[config.mk]
export PLATFORM = sky130hd
export DESIGN_NAME = cordic_cs_rotator_flat
export DESIGN_NICKNAME = d
export VERILOG_FILES = /design/src/rtl/cordic_cs_rotator_pkg.sv /design/src/rtl/cordic_cs_rotator_if.sv /design/src/rtl/cordic_cs_rotator_csa32.sv /design/src/rtl/cordic_cs_rotator.sv /design/src/flat_wrapper.sv
export SDC_FILE = /design/constraint.sdc
export NUM_CORES = 1
export LEC_CHECK = 0
export CORE_MARGIN = 2
export CORE_UTILIZATION = 50
export DETAILED_ROUTE_END_ITERATION = 12
export HOLD_SLACK_MARGIN = 0.02
export PLACE_DENSITY = 0.75
export RECOVER_POWER = 50
export SLEW_MARGIN = 20
export SYNTH_ARGS = -nofsm -noshare
export SYNTH_HDL_FRONTEND = slang
export SYNTH_SLANG_ARGS = --single-unit
[constraint.sdc]
create_clock -name clk -period 10.24 [get_ports clk]
set_input_delay 1.536 -clock clk [delete_from_list [all_inputs] [get_ports clk]]
set_output_delay 1.536 -clock clk [all_outputs]
set_load 0.03 [all_outputs]
[src/rtl/cordic_cs_rotator_pkg.sv]
//------------------------------------------------------------------------------
// Module   : cordic_pkg
// Brief    : Shared constants, arctangent table and FSM state type for the
//            carry-save CORDIC rotator.
// Revision : 1.0 - initial release
//------------------------------------------------------------------------------
`default_nettype none

package cordic_pkg;

    // Default datapath width, Q2.14 two's complement.
    localparam int C_WIDTH = 16;

    // Number of entries in the arctangent table (upper bound for ITER).
    localparam int C_ATAN_N = 12;

    // Rotator control states.
    typedef enum logic [2:0] {
        IDLE = 3'd0,
        SEND = 3'd1,
        WAIT = 3'd2,
        COMP = 3'd3,
        DONE = 3'd4
    } state_t;

    // atan(2^-i) in Q2.14; indices past the table return zero.
    function automatic logic [15:0] atan_q14(input logic [3:0] idx);
        case (idx)
            4'd0:    return 16'd12868;
            4'd1:    return 16'd7596;
            4'd2:    return 16'd4014;
            4'd3:    return 16'd2037;
            4'd4:    return 16'd1023;
            4'd5:    return 16'd512;
            4'd6:    return 16'd256;
            4'd7:    return 16'd128;
            4'd8:    return 16'd64;
            4'd9:    return 16'd32;
            4'd10:   return 16'd16;
            4'd11:   return 16'd8;
            default: return 16'd0;
        endcase
    endfunction

endpackage

`default_nettype wire

[src/rtl/cordic_cs_rotator_if.sv]
//------------------------------------------------------------------------------
// Module   : cordic_cs_rotator_if
// Brief    : Link between the rotator and the downstream sign detector. The
//            rotator is master (drives the carry-save Z and its strobe), the
//            detector is slave (returns the registered sign).
// Revision : 1.0 - initial release
//------------------------------------------------------------------------------
`default_nettype none

interface cordic_cs_rotator_if
    import cordic_pkg::*;
#(
    parameter int WIDTH = C_WIDTH
) ();

    logic [WIDTH-1:0] sd_vs;
    logic [WIDTH-1:0] sd_vc;
    logic             sd_valid;
    logic             sd_sgn;
    logic             sd_done;

    modport master (
        output sd_vs,
        output sd_vc,
        output sd_valid,
        input  sd_sgn,
        input  sd_done
    );

    modport slave (
        input  sd_vs,
        input  sd_vc,
        input  sd_valid,
        output sd_sgn,
        output sd_done
    );

endinterface

`default_nettype wire

[src/rtl/cordic_cs_rotator_csa32.sv]
//------------------------------------------------------------------------------
// Module   : csa32
// Brief    : Bitwise 3:2 compressor. carry is the unshifted majority vector;
//            the caller applies the weight-2 shift.
// Revision : 1.0 - initial release
//------------------------------------------------------------------------------
`default_nettype none

module csa32 #(
    parameter int WIDTH = 16
) (
    input  wire logic [WIDTH-1:0] a,
    input  wire logic [WIDTH-1:0] b,
    input  wire logic [WIDTH-1:0] c,
    output logic [WIDTH-1:0]      sum,
    output logic [WIDTH-1:0]      carry
);

    assign sum   = a ^ b ^ c;
    assign carry = (a & b) | (a & c) | (b & c);

endmodule

`default_nettype wire

[src/rtl/cordic_cs_rotator.sv]
//------------------------------------------------------------------------------
// Module   : cordic_cs_rotator
// Brief    : Iterative rotation-mode CORDIC. The residual angle is kept in
//            carry-save form (VS, VC); each iteration the pair is handed to an
//            external sign detector and the returned sign steers one
//            micro-rotation of X/Y and a 3:2 compression of Z.
// Config   : define SCALE_COMP_EN to add a COMP state that multiplies X/Y by
//            ~0.60742 (inverse CORDIC gain) before DONE.
// Revision : 1.0 - initial release
//------------------------------------------------------------------------------
`default_nettype none

module cordic_cs_rotator
    import cordic_pkg::*;
#(
    parameter int WIDTH = C_WIDTH,
    parameter int ITER  = 12
) (
    input  wire logic             clk,
    input  wire logic             reset,
    input  wire logic             start,
    input  wire logic [WIDTH-1:0] x_in,
    input  wire logic [WIDTH-1:0] y_in,
    input  wire logic [WIDTH-1:0] z_in,
    cordic_cs_rotator_if.master   sd,
    output logic                  busy,
    output logic                  done,
    output logic [WIDTH-1:0]      x_out,
    output logic [WIDTH-1:0]      y_out
);

    state_t                  r_state;
    state_t                  w_state_next;
    logic [3:0]              r_i;
    logic signed [WIDTH-1:0] r_x;
    logic signed [WIDTH-1:0] r_y;
    logic [WIDTH-1:0]        r_vs;
    logic [WIDTH-1:0]        r_vc;
    logic [WIDTH-1:0]        r_x_out;
    logic [WIDTH-1:0]        r_y_out;

    logic                    w_d_pos;
    logic                    w_last;
    logic [WIDTH-1:0]        w_k;
    logic [WIDTH-1:0]        w_csa_sum;
    logic [WIDTH-1:0]        w_csa_carry;
    logic [WIDTH-1:0]        w_vc_next;
    logic signed [WIDTH-1:0] w_x_rot;
    logic signed [WIDTH-1:0] w_y_rot;
    logic signed [WIDTH-1:0] w_x_cmp;
    logic signed [WIDTH-1:0] w_y_cmp;

    // Z >= 0 (sign 0) rotates positively and subtracts the table angle.
    assign w_d_pos = ~sd.sd_sgn;
    assign w_last  = (r_i == 4'(ITER - 1));

    // Subtraction is ~ATAN plus a +1 injected into the free carry LSB.
    assign w_k       = w_d_pos ? ~WIDTH'(atan_q14(r_i)) : WIDTH'(atan_q14(r_i));
    assign w_vc_next = (w_csa_carry << 1) | WIDTH'(w_d_pos);

    csa32 #(
        .WIDTH (WIDTH)
    ) u_csa32 (
        .a     (r_vs),
        .b     (r_vc),
        .c     (w_k),
        .sum   (w_csa_sum),
        .carry (w_csa_carry)
    );

    assign w_x_rot = w_d_pos ? (r_x - (r_y >>> r_i)) : (r_x + (r_y >>> r_i));
    assign w_y_rot = w_d_pos ? (r_y + (r_x >>> r_i)) : (r_y - (r_x >>> r_i));

    // Shift-add approximation of 1/1.64676.
    assign w_x_cmp = (r_x >>> 1) + (r_x >>> 3) - (r_x >>> 6) - (r_x >>> 9);
    assign w_y_cmp = (r_y >>> 1) + (r_y >>> 3) - (r_y >>> 6) - (r_y >>> 9);

    assign sd.sd_vs = r_vs;
    assign sd.sd_vc = r_vc;
    assign x_out    = r_x_out;
    assign y_out    = r_y_out;

    // State register.
    always_ff @(posedge clk) begin
        if (!reset) begin
            r_state <= IDLE;
        end else begin
            r_state <= w_state_next;
        end
    end

    // Next-state decode and state-derived strobes.
    always_comb begin
        w_state_next = r_state;
        sd.sd_valid  = 1'b0;
        busy         = 1'b1;
        done         = 1'b0;
        case (r_state)
            IDLE: begin
                busy = 1'b0;
                if (start) begin
                    w_state_next = SEND;
                end
            end
            SEND: begin
                sd.sd_valid  = 1'b1;
                w_state_next = WAIT;
            end
            WAIT: begin
                if (sd.sd_done) begin
`ifdef SCALE_COMP_EN
                    w_state_next = w_last ? COMP : SEND;
`else
                    w_state_next = w_last ? DONE : SEND;
`endif
                end
            end
            COMP: begin
                w_state_next = DONE;
            end
            DONE: begin
                done         = 1'b1;
                w_state_next = IDLE;
            end
            default: begin
                w_state_next = IDLE;
            end
        endcase
    end

    // Operand load, micro-rotation and result capture on entry to DONE.
    always_ff @(posedge clk) begin
        if (!reset) begin
            r_i     <= 4'd0;
            r_x     <= '0;
            r_y     <= '0;
            r_vs    <= '0;
            r_vc    <= '0;
            r_x_out <= '0;
            r_y_out <= '0;
        end else begin
            case (r_state)
                IDLE: begin
                    if (start) begin
                        r_x  <= x_in;
                        r_y  <= y_in;
                        r_vs <= z_in;
                        r_vc <= '0;
                        r_i  <= 4'd0;
                    end
                end
                WAIT: begin
                    if (sd.sd_done) begin
                        r_x  <= w_x_rot;
                        r_y  <= w_y_rot;
                        r_vs <= w_csa_sum;
                        r_vc <= w_vc_next;
                        r_i  <= r_i + 4'd1;
`ifndef SCALE_COMP_EN
                        if (w_last) begin
                            r_x_out <= w_x_rot;
                            r_y_out <= w_y_rot;
                        end
`endif
                    end
                end
                COMP: begin
                    r_x     <= w_x_cmp;
                    r_y     <= w_y_cmp;
                    r_x_out <= w_x_cmp;
                    r_y_out <= w_y_cmp;
                end
                default: begin
                end
            endcase
        end
    end

endmodule

`default_nettype wire

[src/flat_wrapper.sv]
// flat-port wrapper written by rule: the top's interface ports become plain ports
module cordic_cs_rotator_flat import cordic_pkg::*;
#(
    parameter int WIDTH = C_WIDTH,
    parameter int ITER  = 12
)
  (clk, reset, start, x_in, y_in, z_in, busy, done, x_out, y_out, sd_sd_vs, sd_sd_vc, sd_sd_valid, sd_sd_sgn, sd_sd_done);
  cordic_cs_rotator_if #(.WIDTH(WIDTH)) sd_i ();
  input  wire logic clk;
  input  wire logic reset;
  input  wire logic start;
  input  wire logic [WIDTH-1:0] x_in;
  input  wire logic [WIDTH-1:0] y_in;
  input  wire logic [WIDTH-1:0] z_in;
  output logic busy;
  output logic done;
  output logic [WIDTH-1:0] x_out;
  output logic [WIDTH-1:0] y_out;
  output wire logic [$bits(sd_i.sd_vs)-1:0] sd_sd_vs;
  output wire logic [$bits(sd_i.sd_vc)-1:0] sd_sd_vc;
  output wire logic [$bits(sd_i.sd_valid)-1:0] sd_sd_valid;
  input wire logic [$bits(sd_i.sd_sgn)-1:0] sd_sd_sgn;
  input wire logic [$bits(sd_i.sd_done)-1:0] sd_sd_done;
  assign sd_sd_vs = sd_i.sd_vs;
  assign sd_sd_vc = sd_i.sd_vc;
  assign sd_sd_valid = sd_i.sd_valid;
  assign sd_i.sd_sgn = sd_sd_sgn;
  assign sd_i.sd_done = sd_sd_done;
  cordic_cs_rotator #(.WIDTH(WIDTH), .ITER(ITER)) u_core (.clk(clk), .reset(reset), .start(start), .x_in(x_in), .y_in(y_in), .z_in(z_in), .sd(sd_i), .busy(busy), .done(done), .x_out(x_out), .y_out(y_out));
endmodule
== Word-level counts from Yosys, hierarchy flattened ==
Memory sizes are Yosys's and may differ from the RTL's. A register that Yosys moved wholly into a read port is not among the register bits.
Index checks and enable logic that the tools add are counted.
Widths: inputs -> output; s select.
Word-level totals
  input bits: 53
  output and inout port bits: 67
  logic and storage cells: 84
  memories kept: 2
  bits in read-only memories: 448
  register bits after elaboration: 103
Operators by class
  add/sub/neg operators: 11
  reductions and logical operators: 8
  shift-type cells: 2
  bitwise operators: 10
  muxes and demuxes: 35
  equality and inequality tests: 8
Memories
  (name not given): depth 16, width 14, read ports 1, clocked after memory_dff 1, wr ports 0, RTL line cordic_cs_rotator_pkg.sv:28  | case (idx)
  (name not given): depth 16, width 14, read ports 1, clocked after memory_dff 1, wr ports 0, RTL line cordic_cs_rotator_pkg.sv:28
Operator list (count)
  $mux 16: 15
  $pmux 16 s2: 4
  $pmux 16 s3: 2
  $and 15x15->15: 3
  $add 15x13->16: 2
  $add 16x16->16: 2
  $sshr 16x4->16: 2
  $sub 16x10->16: 2
  $sub 16x16->16: 2
  $sub 16x7->16: 2
  $xor 16x16->16: 2
  $or 15x15->15: 2
  $mux 4: 6
  $not 16->16: 1
  $or 16x1->16: 1
  $pmux 3 s4: 1
  $mux 3: 3
  $reduce_and 3->1: 3
  $pmux 4 s2: 1
  $eq 3x2->1 const B: 2
  $add 4x1->4 const B: 1
  $eq 4x4->1 const B: 1
  $ne 2x2->1 const B: 2
  $reduce_bool 2->1: 2
  other kinds (8): 10

== Logic depth before layout (Yosys ltp) ==
  word-level depth: 8
  depth in mapped cells: 22
  depth with buffers taken out: 19

== Modules after synthesis ==
A second synthesis with hierarchy kept.
Second synthesis, totals
  cell total of the unflattened synthesis: 1410
  area total of the unflattened synthesis: 11750.0 um2
By module, submodules not included
  cordic_cs_rotator: cells each 1394, area each 11429.7 um2, sequential area each 2342.2 um2, instances 1
  csa32: cells each 16, area each 320.3 um2, sequential area each 0.0 um2, instances 1

== Worst setup path after synthesis ==
OpenSTA, ideal clock, no wires.
  path kind: register -> register
  start point: register u_core.r_i[0]
  end point: register u_core.r_x[14]
  arrival time: 4.449 ns
  path slack: 5.690 ns
  setup time: 0.101 ns
  cell stages (with the launch flop): 22
  period minus slack after synthesis: 4.550 ns
  data required time: 10.139 ns
  buffers on the path: 3
  cells stage by stage: dfxtp_1 buf_6 buf_2 buf_2 mux4_2 nand2_1 a21oi_1 a221oi_1 ha_1 nand2_1 o21ai_0 inv_1 fa_1 nor2b_1 o21ai_0 a21o_1 a31oi_1 a211oi_1 o21ai_0 xor2_1 mux2i_1 o41ai_1
Between the ends
  word-level cells in the longest chain between the ends: 5
  elaborated cells between the ends (all ways): 6
  classes of those cells: 2 x add/sub; 1 x shift; 3 x mux
RTL lines
  from (decl): RTL line cordic_cs_rotator.sv:34  | logic [3:0] r_i;
  from (signal assigned): RTL line cordic_cs_rotator.sv:158  | r_i <= r_i + 4'd1;
  $sshr 16x4->16 (*): RTL line cordic_cs_rotator.sv:71  | assign w_x_rot = w_d_pos ? (r_x - (r_y >>> r_i)) : (r_x + (r_y >>> r_i));
  $sub 16x16->16 / $add 16x16->16 (equally long branches): RTL line cordic_cs_rotator.sv:71
  $mux 16 (*): RTL line cordic_cs_rotator.sv:71
  $mux 16 (*): RTL line cordic_cs_rotator.sv:153  | if (sd.sd_done) begin
  $pmux 16 s3 (*): RTL line cordic_cs_rotator.sv:142  | case (r_state)
  to (signal assigned): RTL line cordic_cs_rotator.sv:145  | r_x <= x_in;
  to (signal assigned): RTL line cordic_cs_rotator.sv:154  | r_x <= w_x_rot;
  to (signal assigned): RTL line cordic_cs_rotator.sv:168  | r_x <= w_x_cmp;
  to (decl): RTL line cordic_cs_rotator.sv:35  | logic signed [WIDTH-1:0] r_x;
Every way passes the cells marked *; elsewhere a longest branch is shown, timed or not. The select of a mux whose other input is x is not followed.
A chain may end at the register's enable or synchronous reset.

==> flow_metrics.tcl <==
set metrics [dict create \
    run_status "finished, violations left" \
    violations "max-capacitance violations, max-slew violations" \
    multi_input_area_mm2 0.00829 \
    drcViolationCount 0 \
    rows 55 \
    synth.cells.most_frequent "nor2_1 (139), nand2_1 (134), dfxtp_1 (117), inv_1 (110), a21oi_1 (95)" \
    p_leak_uw 0.00563 \
    first_iter_violations 788 \
    wl_per_cell_um 19.9 \
    drt_wl_total_mm 34.6 \
    path_class "primary input to register" \
    grt_usage_pct 28.9 \
    clk_path_buf_depth 2 \
    drv_cap 2 \
    port-buffer-count 119 \
    antenna_found_initial 0 \
    synth.area.top_cells "dfxtp_1 (21%), fa_1 (10%), ha_1 (8.9%)" \
    peakVddDrop_v 0.000144 \
    numCtsBuffers 17 \
    grt_pass1_wl_mm 54.4 \
    synth_edf_count 0 \
    period_minus_slack_ps 5620 \
    pin_count 120 \
    end_kind "register" \
    ys.flop_type "dfxtp_1" \
    slowest_stage "inv_1" \
    core_area_mm2 0.0224 \
    grt_max_degree 51 \
    die_x_um 155 \
    yosysWarnings 0 \
    diodes 0 \
    cts_setup_buffers 0 \
    synth_top_area_share_pct 20.7 \
    finalCritPeriodShare_pct 54.9 \
    synth_cells 1365 \
    ff2ff_setup_slack_ps 4930 \
    syn2layout_area_growth_pct 17.5 \
    worst_pin_slew_ps 1580 \
    clk_latency_ps 430 \
    critPathLaunch "reset" \
    finalSetupTns_ps 0 \
    place_congestion 0.971 \
    fillers 1938 \
    hold_class "register to register" \
    cts_hold_buf 0 \
    skew_ps 17.5 \
    overflow 0 \
    vias 10800 \
    syn-mean-instance-area_um2 8.31 \
    rr_worst_depth 17 \
    synth_nets 1558 \
    arrival_ps 5980 \
    slew_violations 77 \
    ant_nets 0 \
    grt_pass1_vias 10400 \
    h-tree-depth 4 \
    required_ps 10600 \
    final_core_util_pct 59.4 \
    timing.rr.end "u_core.y_out[15]$_SDFFE_PN0P_" \
    die-area_mm2 0.0239 \
    dpl.cell_count 1706 \
    slowest_delay_ps 1200 \
    yosysMostFrequentCell "nor2_1" \
    regArea_mm2 0.00235 \
    synthArstFlopShare_pct 0 \
    holdCritStartpoint "u_core.x_out[5]$_SDFFE_PN0P_" \
    yosys_register_bits 117 \
    max_freq_mhz 178 \
    hold_violations 0 \
    hold_end "u_core.x_out[5]$_SDFFE_PN0P_" \
    root_buffer "clkbuf_16" \
    slew_headroom_pct -5.59 \
    path_clk_slew_ps 60 \
    synth_area_mm2 0.0113 \
    start_kind "primary input" \
    ys_seq_area_share_pct 20.7 \
    rsz0062_at_grt "false" \
    cts_tree "yes" \
    first_pass_iters 7 \
    stdcell_count 1738 \
    nets 1633 \
    drive_gt1_share_pct 7.02 \
    via_per_inst 6.22 \
    synth_top_area_cell "dfxtp_1" \
    setup_viol 0 \
    reg2reg_from "u_core.r_i[3]$_SDFFE_PN0P_" \
    min_path_cells 2 \
    die_y_um 155 \
    crit_chain "dlygate4sd3_1 > clkbuf_1 > inv_1 > buf_4 > nor2_1 > nand2_1 > o21a_1 > a31oi_1" \
    synth_cell_type_count 73 \
    cts_sinks 117 \
    crit_fanout 49 \
    powerDensity_mw_per_mm2 218 \
    initial_core_util_pct 50.6 \
    hpwl_mm 24.7 \
    cts_resized 0 \
]
## metal layers
metal  share of wire [%]  wire length, µm  global-route usage (%)  up-vias
met5                   0                0                       0        -
met4                 4.9             1700                    14.6        0
met3                 8.0             2780                    5.88      114
met2                  47            16100                    47.3      534
met1                  40            14000                    36.2     5171
li1                    -                -                       -     4994
## power by group
group          total, µW  internal (µW)  leakage (µW)  switching, µW
clock network        651            391      0.000308            260
logic               1700            705       0.00437            991
registers            562            485      0.000955           76.7
## worst max-delay path, delay by kind of cell
kind,cells,cell delay (ps)
and+or+nand+nor,2,690
AOI/OAI and AO/OA,2,260
buffers and inverters,4,3420
## area by class of cell
class / count / area share [%]
clock inverters: 15 / 1.46
clock buffers: 17 / 3.19
inverters: 111 / 3.13
repair buffers: 134 / 9.72
multi-input cells: 1059 / 62.2
well taps: 285 / 2.68
flip-flops and latches: 117 / 17.6
## metrics by stage
stage          worst slack, ps  hold WS, ps  total power (µW)  instance area (µm²)
6_report                  4620          448              2910                13300
2_1_floorplan             5690          450              1830                11300
4_1_cts                   4630          456              2890                13300
3_5_place_dp              4660          449              2230                12700
5_1_grt                   4420          466              3110                13300
3_3_place_gp              4820          442              2190                12700
## layout by cell type, fill, tap and decap left out, drive strengths merged, types with 11 or more instances in the layout
| master | netlist | final |
|---|---|---|
| nand2b | 16 | 16 |
| inv | 111 | 117 |
| fa | 59 | 59 |
| nand3 | 11 | 11 |
| nor2b | 11 | 11 |
| and2 | 14 | 14 |
| dfxtp | 117 | 117 |
| a21oi | 95 | 95 |
| o21ai | 54 | 54 |
| xnor2 | 64 | 64 |
| nand2 | 134 | 134 |
| nor3 | 22 | 22 |
| nor2 | 139 | 139 |
| o21a | 11 | 11 |
| dlygate4sd3 | 0 | 63 |
| xor2 | 38 | 38 |
| mux4 | 28 | 28 |
| ha | 81 | 81 |
| a311oi | 27 | 27 |
| clkdlybuf4s50 | 0 | 55 |
| o221ai | 12 | 12 |
| a31oi | 19 | 19 |
| o211ai | 19 | 19 |
| a22oi | 24 | 24 |
| a21o | 20 | 20 |
| mux2i | 18 | 18 |
| a211oi | 24 | 24 |
| clkbuf | 59 | 18 |
| buf | 19 | 15 |
## cells by family (layout without fill, tap and decap cells)
kind of cell / after synthesis / in the layout / share of synthesized area, %
compound gates: 375 / 375 / 22.3
xor+xnor: 102 / 102 / 7.94
fa+ha+maj: 140 / 140 / 19.4
buf+inv: 189 / 277 / 6.37
flops: 117 / 117 / 20.7
mux: 56 / 56 / 8.14
simple gates: 386 / 386 / 15.3
## worst max-delay path by stage
stage                                          endpoint  cells after the start
after detailed placement  u_core.y_out[15]$_SDFFE_PN0P_                     17
after global routing                           register                      9
after floorplan             u_core.r_x[14]$_SDFFE_PN0P_                     21
after CTS                 u_core.y_out[15]$_SDFFE_PN0P_                     17
after global placement      u_core.r_x[14]$_SDFFE_PN0P_                     14
final                       u_core.r_x[13]$_SDFFE_PN0P_                      8
Power figures use the tool's default switching activity.
